--- src/rtl/calc_pkg.sv ---
// calc_pkg: shared constants for the queue calculator and its program
// sequencer.
//   - OP_*       : calculator op codes; OP_HALT is sequencer-only (never applied)
//   - S_*        : sequencer FSM state encodings
//   - QUEUE_SIZE : default depth of the calculator queue
package calc_pkg;

    localparam logic [2:0] OP_PUSH = 3'd0;
    localparam logic [2:0] OP_POP  = 3'd1;
    localparam logic [2:0] OP_ADD  = 3'd2;
    localparam logic [2:0] OP_MUL  = 3'd3;
    localparam logic [2:0] OP_SUB  = 3'd4;
    localparam logic [2:0] OP_DIV  = 3'd5;
    localparam logic [2:0] OP_MOD  = 3'd6;
    localparam logic [2:0] OP_HALT = 3'd7;

    localparam logic [2:0] S_IDLE  = 3'd0;
    localparam logic [2:0] S_CLEAR = 3'd1;
    localparam logic [2:0] S_ISSUE = 3'd2;
    localparam logic [2:0] S_CHECK = 3'd3;
    localparam logic [2:0] S_DONE  = 3'd4;
    localparam logic [2:0] S_ERR   = 3'd5;

    localparam int QUEUE_SIZE = 5;

endpackage

--- src/rtl/calc_prog_mem.sv ---
// calc_prog_mem: DEPTH x (3+WIDTH) instruction store.
//   clk          : write clock
//   we/waddr     : synchronous write strobe and slot
//   wop/wdata    : op code and push operand written to the slot
//   raddr        : combinational read address
//   rop/rdata    : op code and operand at raddr
// Contents are deliberately not reset so a program survives reset.
module calc_prog_mem #(
    parameter int WIDTH = 8,
    parameter int DEPTH = 16,
    parameter int AW    = 4
) (
    input  logic             clk,
    input  logic             we,
    input  logic [AW-1:0]    waddr,
    input  logic [2:0]       wop,
    input  logic [WIDTH-1:0] wdata,
    input  logic [AW-1:0]    raddr,
    output logic [2:0]       rop,
    output logic [WIDTH-1:0] rdata
);

    logic [WIDTH+2:0] mem_q [DEPTH];

    always_ff @(posedge clk) begin
        if (we) mem_q[waddr] <= {wop, wdata};
    end

    assign rop   = mem_q[raddr][WIDTH+2:WIDTH];
    assign rdata = mem_q[raddr][WIDTH-1:0];

endmodule

--- src/rtl/calc_seq.sv ---
// calc_seq: program sequencer for the 5-entry queue calculator.
// Issues one stored instruction every two cycles (ISSUE applies, CHECK
// inspects the calculator's valid flag) and stops on HALT, on the last
// slot, or on a calculator error.
//   clk, reset          : clock, asynchronous active-high reset
//   prog_we/addr/op/data: instruction store write port (dropped while busy)
//   start               : run request (ignored while busy)
//   step                : single-step gate, only with CALC_SEQ_SINGLE_STEP_EN
//   calc_reset          : registered clear pulse to the calculator
//   calc_op/in/apply    : op, operand and apply strobe to the calculator
//   calc_valid/tail     : calculator status and tail value
//   busy/done/error     : run status; done/error held until next start
//   pc                  : current or last instruction index
//   result              : calc_tail captured on a clean finish
// Optional feature macro: CALC_SEQ_SINGLE_STEP_EN.
module calc_seq
    import calc_pkg::*;
#(
    parameter int WIDTH      = 8,
    parameter int PROG_DEPTH = 16,
    parameter int AW         = 4
) (
    input  logic             clk,
    input  logic             reset,
    input  logic             prog_we,
    input  logic [AW-1:0]    prog_addr,
    input  logic [2:0]       prog_op,
    input  logic [WIDTH-1:0] prog_data,
    input  logic             start,
`ifdef CALC_SEQ_SINGLE_STEP_EN
    input  logic             step,
`endif
    output logic             calc_reset,
    output logic [2:0]       calc_op,
    output logic [WIDTH-1:0] calc_in,
    output logic             calc_apply,
    input  logic             calc_valid,
    input  logic [WIDTH-1:0] calc_tail,
    output logic             busy,
    output logic             done,
    output logic             error,
    output logic [AW-1:0]    pc,
    output logic [WIDTH-1:0] result
);

    logic [2:0]       state_q, state_d;
    logic [AW-1:0]    pc_q, pc_d;
    logic             done_q, done_d;
    logic             error_q, error_d;
    logic [WIDTH-1:0] result_q, result_d;
    logic             clr_q, clr_d;

    logic [2:0]       mem_op;
    logic [WIDTH-1:0] mem_data;
    logic             go;
    logic             is_halt;
    logic             issue;

    // Busy is decoded from state so write/start gating reacts the same
    // cycle the run begins and ends.
    assign busy = (state_q == S_CLEAR) || (state_q == S_ISSUE) || (state_q == S_CHECK);

    calc_prog_mem #(
        .WIDTH (WIDTH),
        .DEPTH (PROG_DEPTH),
        .AW    (AW)
    ) u_mem (
        .clk   (clk),
        .we    (prog_we && !busy),
        .waddr (prog_addr),
        .wop   (prog_op),
        .wdata (prog_data),
        .raddr (pc_q),
        .rop   (mem_op),
        .rdata (mem_data)
    );

`ifdef CALC_SEQ_SINGLE_STEP_EN
    assign go = step;
`else
    assign go = 1'b1;
`endif

    assign is_halt = (mem_op == OP_HALT);
    // Apply and its operands are decoded from the registered state, so an
    // asynchronous reset drops them at once.
    assign issue      = (state_q == S_ISSUE) && go && !is_halt;
    assign calc_apply = issue;
    assign calc_op    = issue ? mem_op   : 3'd0;
    assign calc_in    = issue ? mem_data : '0;

    always_comb begin
        state_d  = state_q;
        pc_d     = pc_q;
        done_d   = done_q;
        error_d  = error_q;
        result_d = result_q;
        clr_d    = 1'b0;
        case (state_q)
            S_IDLE, S_DONE, S_ERR: begin
                if (start) begin
                    done_d  = 1'b0;
                    error_d = 1'b0;
                    pc_d    = '0;
                    clr_d   = 1'b1;
                    state_d = S_CLEAR;
                end
            end
            S_CLEAR: state_d = S_ISSUE;
            S_ISSUE: begin
                if (go) begin
                    if (is_halt) begin
                        result_d = calc_tail;
                        done_d   = 1'b1;
                        state_d  = S_DONE;
                    end else begin
                        state_d  = S_CHECK;
                    end
                end
            end
            S_CHECK: begin
                if (!calc_valid) begin
                    error_d = 1'b1;
                    state_d = S_ERR;
                end else if (pc_q == AW'(PROG_DEPTH - 1)) begin
                    result_d = calc_tail;
                    done_d   = 1'b1;
                    state_d  = S_DONE;
                end else begin
                    pc_d    = pc_q + AW'(1);
                    state_d = S_ISSUE;
                end
            end
            default: state_d = S_IDLE;
        endcase
    end

    always_ff @(posedge clk or posedge reset) begin
        if (reset) begin
            state_q  <= S_IDLE;
            pc_q     <= '0;
            done_q   <= 1'b0;
            error_q  <= 1'b0;
            result_q <= '0;
            clr_q    <= 1'b0;
        end else begin
            state_q  <= state_d;
            pc_q     <= pc_d;
            done_q   <= done_d;
            error_q  <= error_d;
            result_q <= result_d;
            clr_q    <= clr_d;
        end
    end

    // clr_q is high exactly for the CLEAR cycle.
    assign calc_reset = clr_q;
    assign done       = done_q;
    assign error      = error_q;
    assign pc         = pc_q;
    assign result     = result_q;

endmodule

--- config.mk ---
export PLATFORM = sky130hd
export DESIGN_NAME = calc_seq
export DESIGN_NICKNAME = d
export VERILOG_FILES = /design/src/rtl/calc_pkg.sv /design/src/rtl/calc_prog_mem.sv /design/src/rtl/calc_seq.sv
export SDC_FILE = /design/constraint.sdc
export NUM_CORES = 1
export LEC_CHECK = 0
export CORE_MARGIN = 2
export CORE_UTILIZATION = 55
export CTS_CLUSTER_DIAMETER = 120
export DETAILED_ROUTE_END_ITERATION = 6
export PLACE_DENSITY = 0.75
export SYNTH_ARGS = -nofsm -noshare
export SYNTH_HDL_FRONTEND = slang
export SYNTH_SLANG_ARGS = --single-unit
--- constraint.sdc ---
create_clock -name clk -period 4.1 [get_ports clk]
set_input_delay 1.23 -clock clk [delete_from_list [all_inputs] [get_ports clk]]
set_output_delay 1.23 -clock clk [all_outputs]
set_load 0.02 [all_outputs]
==> run metrics, run 1 <==
synthesized cell area 7930 sq um; status completed; syn avg cell area 19.0 sq um; Place WS -0.0758 ns; clock latency on the worst-skew pair 0.43 ns; GR Overflow Total 0; final worst slack 0.0852 ns; top cells by count, synth edfxtp_1, mux4_2, nor2_1; Layout Cells excl Fill 708; RR Startpoint state_q[0]; Global Route Usage Sum 24.2%; Unique masters post-synth 39; maxcap violations 0; Finished Cell Area 9490 sq um; CP Max Fanout 5; Post-Place Cell Area 8900 sq um; Max-slew headroom 49.1%; PD cells 581 nW/um^2; Worst-path clk slew 0.07 ns; largest net degree at the start of global routing 29; I/O Pins 56; Comb power frac 30.2%; fin util 67.9%; clock share of power 27.5%; vias in the first global route 4445; FFs w/ async S/R, synth 9.28%; most common cell in the netlist edfxtp_1; Hold Path Class reg2reg; die area 15400 sq um; Final Power 5.51 mW; final WL 17.4 mm; Hold Buf Count CTS 0; share of layout cells above drive strength 1 28.0%; Routed Antenna Nets 0; fin crit period 4.01 ns; switching share of power 29.2%; Static Leak 3.17 nW; hold slack 0.550 ns; Reg power frac 42.3%; Yosys warnings 0; register bit total from synthesis 194; H-tree depth 4; first-pass GRT wire length 25.8 mm; Switch Pwr 1.61 mW; CP Launch Point pc[0]; HPWL Detailed 10.9 mm; VDD IR max 0.354 mV; post-synthesis net count 446; Longest Clk Path Bufs 2; Tcrit/Tclk final 97.9%; clk root buf clkbuf_16; Post-synth EDFFs 176; Max Fclk 249 MHz; vias per cell 6.26; cell count after synthesis 417; prevailing post-synth register cell edfxtp_1; RePlAce Congestion 0.796; TritonCTS clock tree done; drt initial violations 413; Starting Density 56.7%; CP Class reg2out; Antenna diodes 0; largest cells by area after synthesis edfxtp_1, mux4_2, dfrtp_1; DRC violations left 0; Die Y 124 um; Synth top area share 66.7%; Core ar. 14000 sq um; Post-Route Skew 0.0120 ns; Least-Margin Pin Slew 0.763 ns; critical path arrival 2.78 ns; Syn-to-layout area delta 19.7%; CTS buffer count 17; final setup TNS 0 ns; fin. max-slew vios 0; Wirelength per Cell 24.5 um; CP Launch Type flop; endpoints failing setup 0; Hold Crit Start error; final hold vios 0; Yosys top cell by area edfxtp_1; register area share after synthesis 72.3%; clk sinks 194; dpl cells 669; Pint 3.90 mW; final net count 544; PortBufs 55; Worst EP required 2.87 ns; Site Rows 43; crit end category output pin; width of the die 124 um; r2r setup slk 1.38 ns; antenna violations before repair 0; filler instances 888; via count 4431; 1st-pass router iterations 5
==> power by group through the flow <==
stage	sequential [mW]	combinational (mW)	clock [mW]
detailed placement	2.38	1.60	0
floorplan	2.38	1.05	0
global route	2.34	1.80	1.60
CTS	2.33	1.66	1.53
finish	2.33	1.66	1.52
global placement	2.37	1.55	0
==> worst max-delay path: stages (launching register included) <==
cell and delay (ns):
dfrtp_2 0.38, buf_6 0.14, mux4_2 0.51, a22o_1 0.27, a221oi_4 0.26, o31ai_4 0.16
buf_4 0.19, buf_4 0.15, nor2b_1 0.11, buf_2 0.17
==> layout make-up <==
type,instances,area [sq um],area share [%]
clock buffer,23,489,5.15
timing repair buffer,102,903,9.52
sequential,194,5740,60.4
multi-input combinational,193,2060,21.7
inverter,7,26.3,0.277
clock inverter,9,51.3,0.540
tap,180,225,2.37
==> cell usage in the layout, fill, tap and decap left out, types with 6 or more instances in the layout <==
master           synthesis  routed
dfrtp_1                 18      16
clkbuf_16                0      18
buf_4                    2      43
edfxtp_1               176     176
o311ai_0                 8       8
nand2_1                 20      20
nor2_1                  24      22
inv_1                    7       7
and3_1                   8       8
clkdlybuf4s50_1          0      43
a221oi_1                 8       8
nor2b_1                 18      18
mux4_2                  50      51
nand2b_1                 6       6
clkinv_2                 0       6
o21ai_0                 10      10
==> path summary, 6_finish.rpt <==
check / end / depth (start not counted)
worst min register to register: error / 2
worst max-delay path: calc_in[7] / 9
worst min-delay path: error / 2
max in group asynchronous: pc[1] / 2
worst max register to register: u_mem.mem_q[2][9] / 6
min in group asynchronous: state_q[1] / 2
==> timing repair <==
item                       4_1_cts  5_1_grt
setup buffers                    6        0
gates resized for setup         33       13
cloned                           1        0
pin swaps                        1        1
setup endpoints to repair       12       10
==> flip-flops by register name, indices dropped and copies added (netlist names) <==
register	count
result	8
calc_reset	1
error	1
u_mem.mem_q	176
pc	4
done	1
state_q	3
==> logic make-up (layout without fill, tap and decap cells) <==
group	count (synthesis)	after routing	share of synthesized area, %
muxes	54	54	15.1
DFF	194	194	72.3
xor gates and xnor gates	1	1	0.110
adders and majority gates	1	1	0.158
and+or+nand+nor	95	95	5.98
AOI/OAI and AO/OA	42	42	4.23
buffers and inverters	30	141	2.05
==> layer usage <==
layer	global-route usage, %	wire length, um	vias up
met3	5.17	1230	26
met1	34.7	7270	2294
met5	0	0	-
li1	-	-	1898
met2	37.4	8530	213
met4	8.50	315	0
Power figures use the tool's default switching activity.
==> run 2: changes to the inputs <==
- ABC_AREA: unset -> 1
==> run metrics, run 2 <==
PD cells 612 nW/um^2 (was 581 nW/um^2); VDD IR max 0.379 mV (was 0.354 mV); r2r endpoint u_mem.mem_q[8][5] (was u_mem.mem_q[2][9]); Static Leak 3.71 nW (was 3.17 nW); GR Overflow Total 0 (unchanged); CP Capture Point calc_in[5] (was calc_in[7]); clk sinks 194 (unchanged); Hold Crit Start result[0] (was error); area occupied by multi-input gates 1980 sq um (was 2060 sq um); Hold Buf Count CTS 0 (unchanged); Least-Margin Pin Slew 0.726 ns (was 0.763 ns); Die Y 125 um (was 124 um); DR WL met2 9.37 mm (was 8.53 mm); Synth top area share 65.5% (was 66.7%); filler instances 1045 (was 888); wl on met1 7.68 mm (was 7.27 mm); most frequent cells in the layout nand2_1, edfxtp_1, nor2_1 (was edfxtp_1, mux4_2, clkdlybuf4s50_1, buf_4, nor2_1); Yosys warnings 0 (unchanged); most common cell after layout, fill and taps aside nand2_1 (was edfxtp_1); failing checks setup timing; die area 15700 sq um (was 15400 sq um); width of the die 125 um (was 124 um); H-tree depth 4 (unchanged); via count 5584 (was 4431); syn avg cell area 11.7 sq um (was 19.0 sq um); met3 wire length 1.49 mm (was 1.23 mm); clock latency on the worst-skew pair 0.44 ns (was 0.43 ns); Worst R2R Path Depth 8 (was 6); CP Launch Point pc[0] (unchanged); final worst slack -0.00201 ns (was 0.0852 ns); Hold Path Class reg2reg (unchanged); CP Max Fanout 40 (was 5); vias in the first global route 5306 (was 4445); synthesized cell area 8070 sq um (was 7930 sq um); Post-Route Skew 0.00623 ns (was 0.0120 ns); max reg flops 176 (unchanged); RR Startpoint state_q[1] (was state_q[0]); 1st-pass router iterations 5 (unchanged); register area share after synthesis 71.1% (was 72.3%); cell count after synthesis 691 (was 417); final net count 789 (was 544); top cells by count, synth nand2_1, edfxtp_1, nor2_1 (was edfxtp_1, mux4_2, nor2_1); first-pass GRT wire length 29.7 mm (was 25.8 mm); fin. max-slew vios 0 (unchanged); CP Launch Type flop (unchanged); final hold vios 0 (unchanged); vias per cell 5.83 (was 6.26); antenna violations before repair 0 (unchanged); Routed Antenna Nets 0 (unchanged); Max-slew headroom 51.5% (was 49.1%); PortBufs 55 (unchanged); HPWL Detailed 11.9 mm (was 10.9 mm); Antenna diodes 0 (unchanged); Longest Clk Path Bufs 2 (unchanged); CTS buffer count 17 (unchanged); maxcap violations 0 (unchanged); Tcrit/Tclk final 100% (was 97.9%); Finished Cell Area 9550 sq um (was 9490 sq um); register bit total from synthesis 194 (unchanged); Core ar. 14400 sq um (was 14000 sq um); prevailing post-synth register cell edfxtp_1 (unchanged); Layout Cells excl Fill 957 (was 708); Starting Density 55.9% (was 56.7%); Worst-path clk slew 0.07 ns (about the same); endpoints failing setup 1 (was 0); largest cells by area after synthesis edfxtp_1, nand2_1, dfrtp_1 (was edfxtp_1, mux4_2, dfrtp_1); final WL 19.1 mm (was 17.4 mm); Sequential Area 5740 sq um (about the same); RSZ-0062 raised after global routing true; I/O Pins 56 (unchanged); crit end category output pin (unchanged); hold slack 0.474 ns (was 0.550 ns); TritonCTS clock tree done (unchanged); Largest Register u_mem.mem_q (unchanged); Yosys top cell by area edfxtp_1 (unchanged); Post-synth EDFFs 176 (unchanged); most common cell in the netlist nand2_1 (was edfxtp_1); CP Class reg2out (unchanged); RePlAce Congestion 0.836 (was 0.796); Place WS 0.365 ns (was -0.0758 ns); r2r setup slk 1.59 ns (was 1.38 ns); Wirelength per Cell 19.9 um (was 24.5 um); largest net degree at the start of global routing 57 (was 29); Site Rows 44 (was 43); hold path depth 2 (unchanged); post-synthesis net count 720 (was 446); highest metal used met4 (unchanged); clk root buf clkbuf_16 (unchanged); Syn-to-layout area delta 18.4% (was 19.7%); Unique masters post-synth 30 (was 39); FFs w/ async S/R, synth 9.28% (unchanged); drt initial violations 576 (was 413); Global Route Usage Sum 25.4% (was 24.2%); Post-Place Cell Area 8860 sq um (was 8900 sq um); fin crit period 4.10 ns (was 4.01 ns); status finished, violations left (was completed); share of layout cells above drive strength 1 9.70% (was 28.0%); critical path arrival 2.87 ns (was 2.78 ns); dpl cells 923 (was 669); Final Power 5.85 mW (was 5.51 mW); DRC violations left 0 (unchanged); Worst EP required 2.87 ns (about the same); Max Fclk 244 MHz (was 249 MHz)
[run 2: changes by cell type after synthesis, moves of 9 or more]
cell,previous run,this run
a32o_1,0,14
mux4_2,50,0
inv_1,7,29
nor2b_1,18,0
a21oi_1,3,40
o211ai_1,1,10
nand2_1,20,214
nor2_1,24,58
nand3_1,5,50
[run 2: cells by family after synthesis]
| family | Yosys count | share of synthesized area (%) |
|---|---|---|
| simple gates | 339 | 17.3 |
| flops | 194 | 71.1 |
| compound gates | 87 | 6.93 |
| buf+inv | 70 | 4.51 |
| fa+ha+maj | 1 | 0.155 |
[run 2: how the worst min path moves through the flow]
| stage | to | slack, ns |
|---|---|---|
| after detailed placement | result[0] | 0.46 |
| final | result[0] | 0.47 |
| after CTS | result[0] | 0.48 |
| after global routing | result[7] | 0.51 |
| after floorplan | state_q[0] | 0.47 |
| after global placement | result[3] | 0.45 |
[run 2: critical path, cell delays in order (launching register included)]
cell and delay [ns]:
dfrtp_2 0.53, buf_4 0.44, a21oi_1 0.14, a32o_1 0.23
o211ai_1 0.19, nand2_1 0.11, nor2_1 0.15, clkdlybuf4s50_1 0.64
[run 2: area by class of cell]
type / instances / share of cell area (%)
clock buffers: 17 / 4.45
multi-input cells: 427 / 20.8
clock inverters: 15 / 1.90
repair buffers: 87 / 9.03
well taps: 184 / 2.41
inverters: 33 / 1.38
flip-flops and latches: 194 / 60.1
[run 2: stage by stage]
| step | utilization, % | setup TNS [ns] |
|---|---|---|
| 3_5_place_dp | 61.4 | 0 |
| 4_1_cts | 65.9 | -0.0196 |
| 2_1_floorplan | - | 0 |
| 5_1_grt | 66.2 | -0.437 |
| 6_report | 66.2 | -0.00201 |
| 3_3_place_gp | 61.4 | 0 |
[run 2: report_power, final]
group	leakage [nW]	switching, mW	internal [mW]	total, mW
registers	1.81	0.0756	2.28	2.35
clock network	0.290	0.731	0.966	1.70
logic	1.61	1.15	0.646	1.80
total	3.71	1.96	3.89	5.85
[run 2: repair_timing]
item	4_1_cts	5_1_grt
gates resized for setup	5	13
hold endpoints to repair	0	0
endpoints found under the setup margin	12	12
setup buffers	1	1
[run 2: per-layer routing]
layer / GRT usage [%] / vias to the layer above
met5: 0 / -
met4: 10.7 / 0
met3: 4.79 / 41
met2: 41.3 / 277
met1: 33.9 / 2710
li1: - / 2556
==> edit 1: new RTL, config.mk and constraints of run 1 <==
Build with the macro `CALC_SEQ_SINGLE_STEP_EN` defined.
--- a/src/rtl/calc_seq.sv
+++ b/src/rtl/calc_seq.sv
@@ -15,2 +15,4 @@
 // Optional feature macro: CALC_SEQ_SINGLE_STEP_EN.
+`define CALC_SEQ_SINGLE_STEP_EN
+
 module calc_seq
Interface: changed (added step); port bits go from 56 to 57. The function was not compared with the original's and may differ.
==> edit 1 against run 1 <==
  * Wire length down 6.2%
  * Combinational power decreased by 31%
  * Sequential share of layout area grew 0.098 points
  * First-iteration DRC count is 32% lower
  * Final area fell by 0.12%
  * Setup slack improved by 0.018 ns
  * Maximum frequency is 0.46% higher
  * Sequential cell count did not move
  * Area after synthesis down 1.3%
  * Global-route usage is 0.87 points lower
  * Worst hold slack got worse by 0.055 ns
  * Power is 6.2% lower
  * Largest cell class unchanged
  * Largest power group unchanged
==> edit 1: results (changes against run 1) <==
Outcome:
- The flow ran to the end, and the final reports show no timing, DRC or antenna violations.

Synth:
- The count of unique library cells instantiated by Yosys is 41 (+5.1%).
- The synthesized netlist net count came to 402 (-9.9%).
- Ranked by total cell area, the synthesized netlist is headed by edfxtp_1 68%, mux4_2 16%, dfrtp_1 5.8%, mux2_4 1.5%, nor2_1 1.0%.
- The synthesized instance count is 372 (-11%).
- The sequential cell area fraction in the yosys report is 0.733 (+0.00960).

Placed design:
- The post-placement cell count came to 624 (-6.7%).
- The placed wire-length estimate is 10.1 mm (-7.4%).
- The pre-CTS setup slack is -0.105 ns (-0.0293 ns).
- The count of input and output buffers is 56 (+1.8%).
- The area of placed instances was 8800 sq um (-1.1%).

Power and ir drop:
- The power drawn by the combinational cells is 1140 uW (-31%).
- The cell leakage power is 0.00315 uW (-0.63%).
- The cell-internal power is 3890 uW (-0.41%).
- The share of power burned in the clock network was 0.329 (+0.054).
- The worst-case vdd ir drop is 0.410 mV (+16%).

Final layout:
- The post-layout net count is 500 (-8.1%).
- The proportion of layout cells with a drive suffix above 1 is 0.324 (+0.0433).

Global routing:
- The overall track demand over capacity in global routing is 0.233 (-0.00871).
- The met2 demand-to-capacity share in global routing came to 0.372 (-0.00207).
- The met1 track demand over resource in global routing is 0.313 (-0.0344).

Setup path:
- Grouping stages by cell kind, the critical path spends the most delay in multiplexers.
- The register-to-register setup slack is 1.50 ns (+0.12 ns).
- The launch point of the worst reg-to-reg path is state_q[1].
- The arrival time reported for the critical path endpoint came to 2.77 ns (about the same).
- The end point of the critical path is calc_apply.
- The endpoint identified for the worst register-to-register timing path is u_mem.mem_q[2][8].
- The count of cells along the worst register-to-register path was 5 (-1).

Detailed routing:
- The number of vias after detailed routing is 4006 (-9.6%).
- The average wire length per cell after detail routing came to 24.6 um (+0.35%).
- The mean number of vias per cell is 6.05 (-3.3%).
- The detailed router's first-iteration violation count came to 279 (-32%).
- The met2 wirelength from detailed routing is 8.17 mm (-4.2%).

Timing:
- The worst slew slack as a fraction of its limit is 0.535 (+0.0436).
- The post-route worst hold slack is 0.495 ns (-0.0546 ns).

Clock tree:
- The post-CTS resize count is 22 (-33%).
[edit 1: cell count changes in the layout (fill, tap and decap cells not counted), moves of 5 or more]
cell and change:
a221oi_1 -8, a22o_1 -5, and3_1 -8, buf_4 -11
mux2_4 +8, mux4_2 +7, nand2_1 -11, nor2b_1 -6
o21ai_0 -5, o311ai_0 -8
[edit 1: area by class of cell]
| cell class | count | area [sq um] |
|---|---|---|
| timing repair buffer | 95 | 897 |
| tap | 180 | 225 |
| clock inverter | 14 | 190 |
| clock buffer | 17 | 425 |
| fill | 882 | 4400 |
| sequential | 194 | 5740 |
| multi-input combinational | 152 | 1970 |
| inverter | 10 | 37.5 |
[edit 1: logic make-up (layout without fill, tap and decap cells)]
family	after synthesis	count (layout)	synth area share
AOI/OAI and AO/OA	20	20	0.0194
DFF	194	194	0.733
muxes	69	69	0.187
and+or+nand+nor	61	61	0.0393
xor gates and xnor gates	1	1	0.00112
buffers and inverters	26	136	0.0187
adders and majority gates	1	1	0.00160
==> edit 2: new RTL, config.mk and constraints of run 1 <==
Without the edit above. Make the reset (`reset`) synchronous in one clocked block. Comments in the files are not updated.
--- a/src/rtl/calc_seq.sv
+++ b/src/rtl/calc_seq.sv
@@ -137,3 +137,3 @@
 
-    always_ff @(posedge clk or posedge reset) begin
+    always_ff @(posedge clk) begin
         if (reset) begin
Function: differs if reset is asserted again (counterexample within 4 cycles, from zero or initial values and one cycle with reset high); with reset held inactive, the same outputs for 4 cycles.
==> edit 2 against run 1 <==
  * Sequential share of layout area decreased by 0.27 points
  * Die area is 0.39% higher
  * Wire length decreased by 2.1%
  * Sequential cell count grew 4
  * Non-clock buffer count down 10
  * Area after synthesis increased by 0.39%
  * Cell count is 1.3% higher
  * Final area increased by 0.32%
  * Setup slack gained 0.0077 ns
  * Maximum frequency increased by 0.19%
  * Critical path type unchanged
Power is not compared: it rests on default switching activity, and its combinational part moved more than twofold at a synthesized area within 25%.
==> edit 2: results (changes against run 1) <==
Outcome:
- The flow ran to the end, and the final reports show no timing, DRC or antenna violations.

Synth:
- The synthesized netlist net count is 463 (+3.8%).
- In the synthesized netlist, the cells that appear most often are 176 x edfxtp_1, 50 x mux4_2, 22 x dfxtp_1, 22 x nor2_1, 21 x nor2b_1.
- The count of unique library cells instantiated by Yosys is 42 (+7.7%).
- The xor/xnor share of the synthesized area is 0.00330 (+0.00220).
- The Yosys warning count is 0 (unchanged).
- The sequential cell area fraction in the yosys report was 0.719 (-0.00410).
- In the post-synthesis netlist, the biggest area contributors are edfxtp_1 66%, mux4_2 14%, dfxtp_1 5.5%, nor2b_1 1.7%, nor2_1 1.0%.
- The compound-gate portion of the synthesized area is 0.0366 (-0.00567).
- The adder-cell share of the synthesized area is 0.00157 (-0.00000620).
- The multiplexer fraction of the synthesized cell area is 0.147 (-0.00437).
- The average cell area after synthesis is 18.3 sq um (-3.5%).
- The share of flip-flops with an asynchronous set or reset is 0 (-0.0928).

Setup path:
- The register-to-register setup slack is 1.83 ns (+0.45 ns).
- The endpoint identified for the worst register-to-register timing path is u_mem.mem_q[4][1].
- The startpoint identified for the worst register-to-register timing path is state_q[0].
- The highest net fanout along the worst path was 15 (+10).
- The count of cells along the worst register-to-register path is 5 (-1).

Clock tree:
- The post-CTS setup buffer count came to 0 (-6).
- The post-CTS resize count is 12 (-64%).

Placed design:
- The post-placement cell count came to 685 (+2.4%).
- The placed wire-length estimate is 11.1 mm (+1.2%).
- The area of placed instances came to 8940 sq um (+0.46%).
- The pre-CTS setup slack is 0.173 ns (+0.248 ns).
- The last weighted congestion value of the routability-driven placer came to 0.807 (+1.4%).

Detailed routing:
- The average wire length per cell after detail routing is 23.7 um (-3.3%).
- The detailed router's first-iteration violation count was 388 (-6.1%).
- The mean number of vias per cell is 6.23 (-0.41%).
- The detailed-route wire length came to 17.0 mm (-2.1%).
- The number of search-and-repair iterations in the first detailed-routing pass is 5 (unchanged).

Global routing:
- The wire length of the first global-routing pass is 25.7 mm (-0.72%).
- The initial antenna violation count is 0 (unchanged).
- The largest net degree at the start of global routing is 24 (-17%).
- The overall track demand over capacity in global routing is 0.227 (-0.0148).
- The via count of the first global-routing pass is 4425 (-0.45%).

Timing:
- The measured slew at the worst slew-check pin is 0.759 ns (-0.00315 ns).
- The post-route worst hold slack was 0.478 ns (-0.0721 ns).
- The largest clock skew in the final design is 0.00970 ns (-0.00227 ns).

Final layout:
- The post-layout net count is 553 (+1.7%).
- The proportion of layout cells with a drive suffix above 1 is 0.244 (-0.0364).
- The fill cell instance count of the final layout is 905 (+1.9%).

Hold path:
- The startpoint of the most critical hold path is error.
- The path with the worst hold slack has its endpoint at error.

Power and ir drop:
- VDD sags by at most about 0.38 mV.
[edit 2: cell families after synthesis]
group | Yosys count
compound gates | 41
xor+xnor | 3
fa+ha+maj | 1
buf+inv | 26
flops | 198
mux | 54
simple gates | 111
[edit 2: how the worst max path moves through the flow]
stage / startpoint / end / slack (ns) / cells past startpoint
6_report: flop / calc_in[6] / 0.09 / 8
5_1_grt: flop / calc_in[6] / 0.003 / 8
4_1_cts: flop / calc_in[4] / 0.03 / 6
3_5_place_dp: flop / calc_in[4] / 0.17 / 8
3_3_place_gp: flop / calc_in[4] / 0.22 / 6
2_1_floorplan: flop / calc_in[2] / 0.77 / 8
[edit 2: layer usage]
layer / wire, um / up-vias / global-route usage / share of wire
met3: 1150 / 16 / 0.0374 / 0.068
met4: 255 / 0 / 0.0826 / 0.015
met5: 0 / - / 0 / 0
li1: - / 1940 / - / -
met2: 8660 / 218 / 0.377 / 0.51
met1: 6920 / 2295 / 0.309 / 0.41
[edit 2: critical path, cell delays in order, from the launching register on]
cell and delay, ns:
dfxtp_4 0.43, buf_12 0.20, mux4_2 0.55, nand3_1 0.13, and4_1 0.24, o31ai_2 0.09
buf_4 0.20, nor2b_1 0.15, dlygate4sd2_1 0.35
[edit 2: power by group through the flow]
stage	registers, uW	logic, uW	clock network (uW)
2_1_floorplan	2290	211	0
3_3_place_gp	2290	348	0
3_5_place_dp	2290	354	0
4_1_cts	2250	353	1670
5_1_grt	2250	379	1750
6_report	2250	353	1650
[edit 2: area by class of cell]
class / count / area [sq um] / area share
timing repair buffer: 92 / 841 / 0.0883
clock buffer: 20 / 437 / 0.0459
tap: 180 / 225 / 0.0236
inverter: 5 / 18.8 / 0.00197
multi-input combinational: 210 / 2120 / 0.223
clock inverter: 12 / 151 / 0.0159
sequential: 198 / 5730 / 0.602
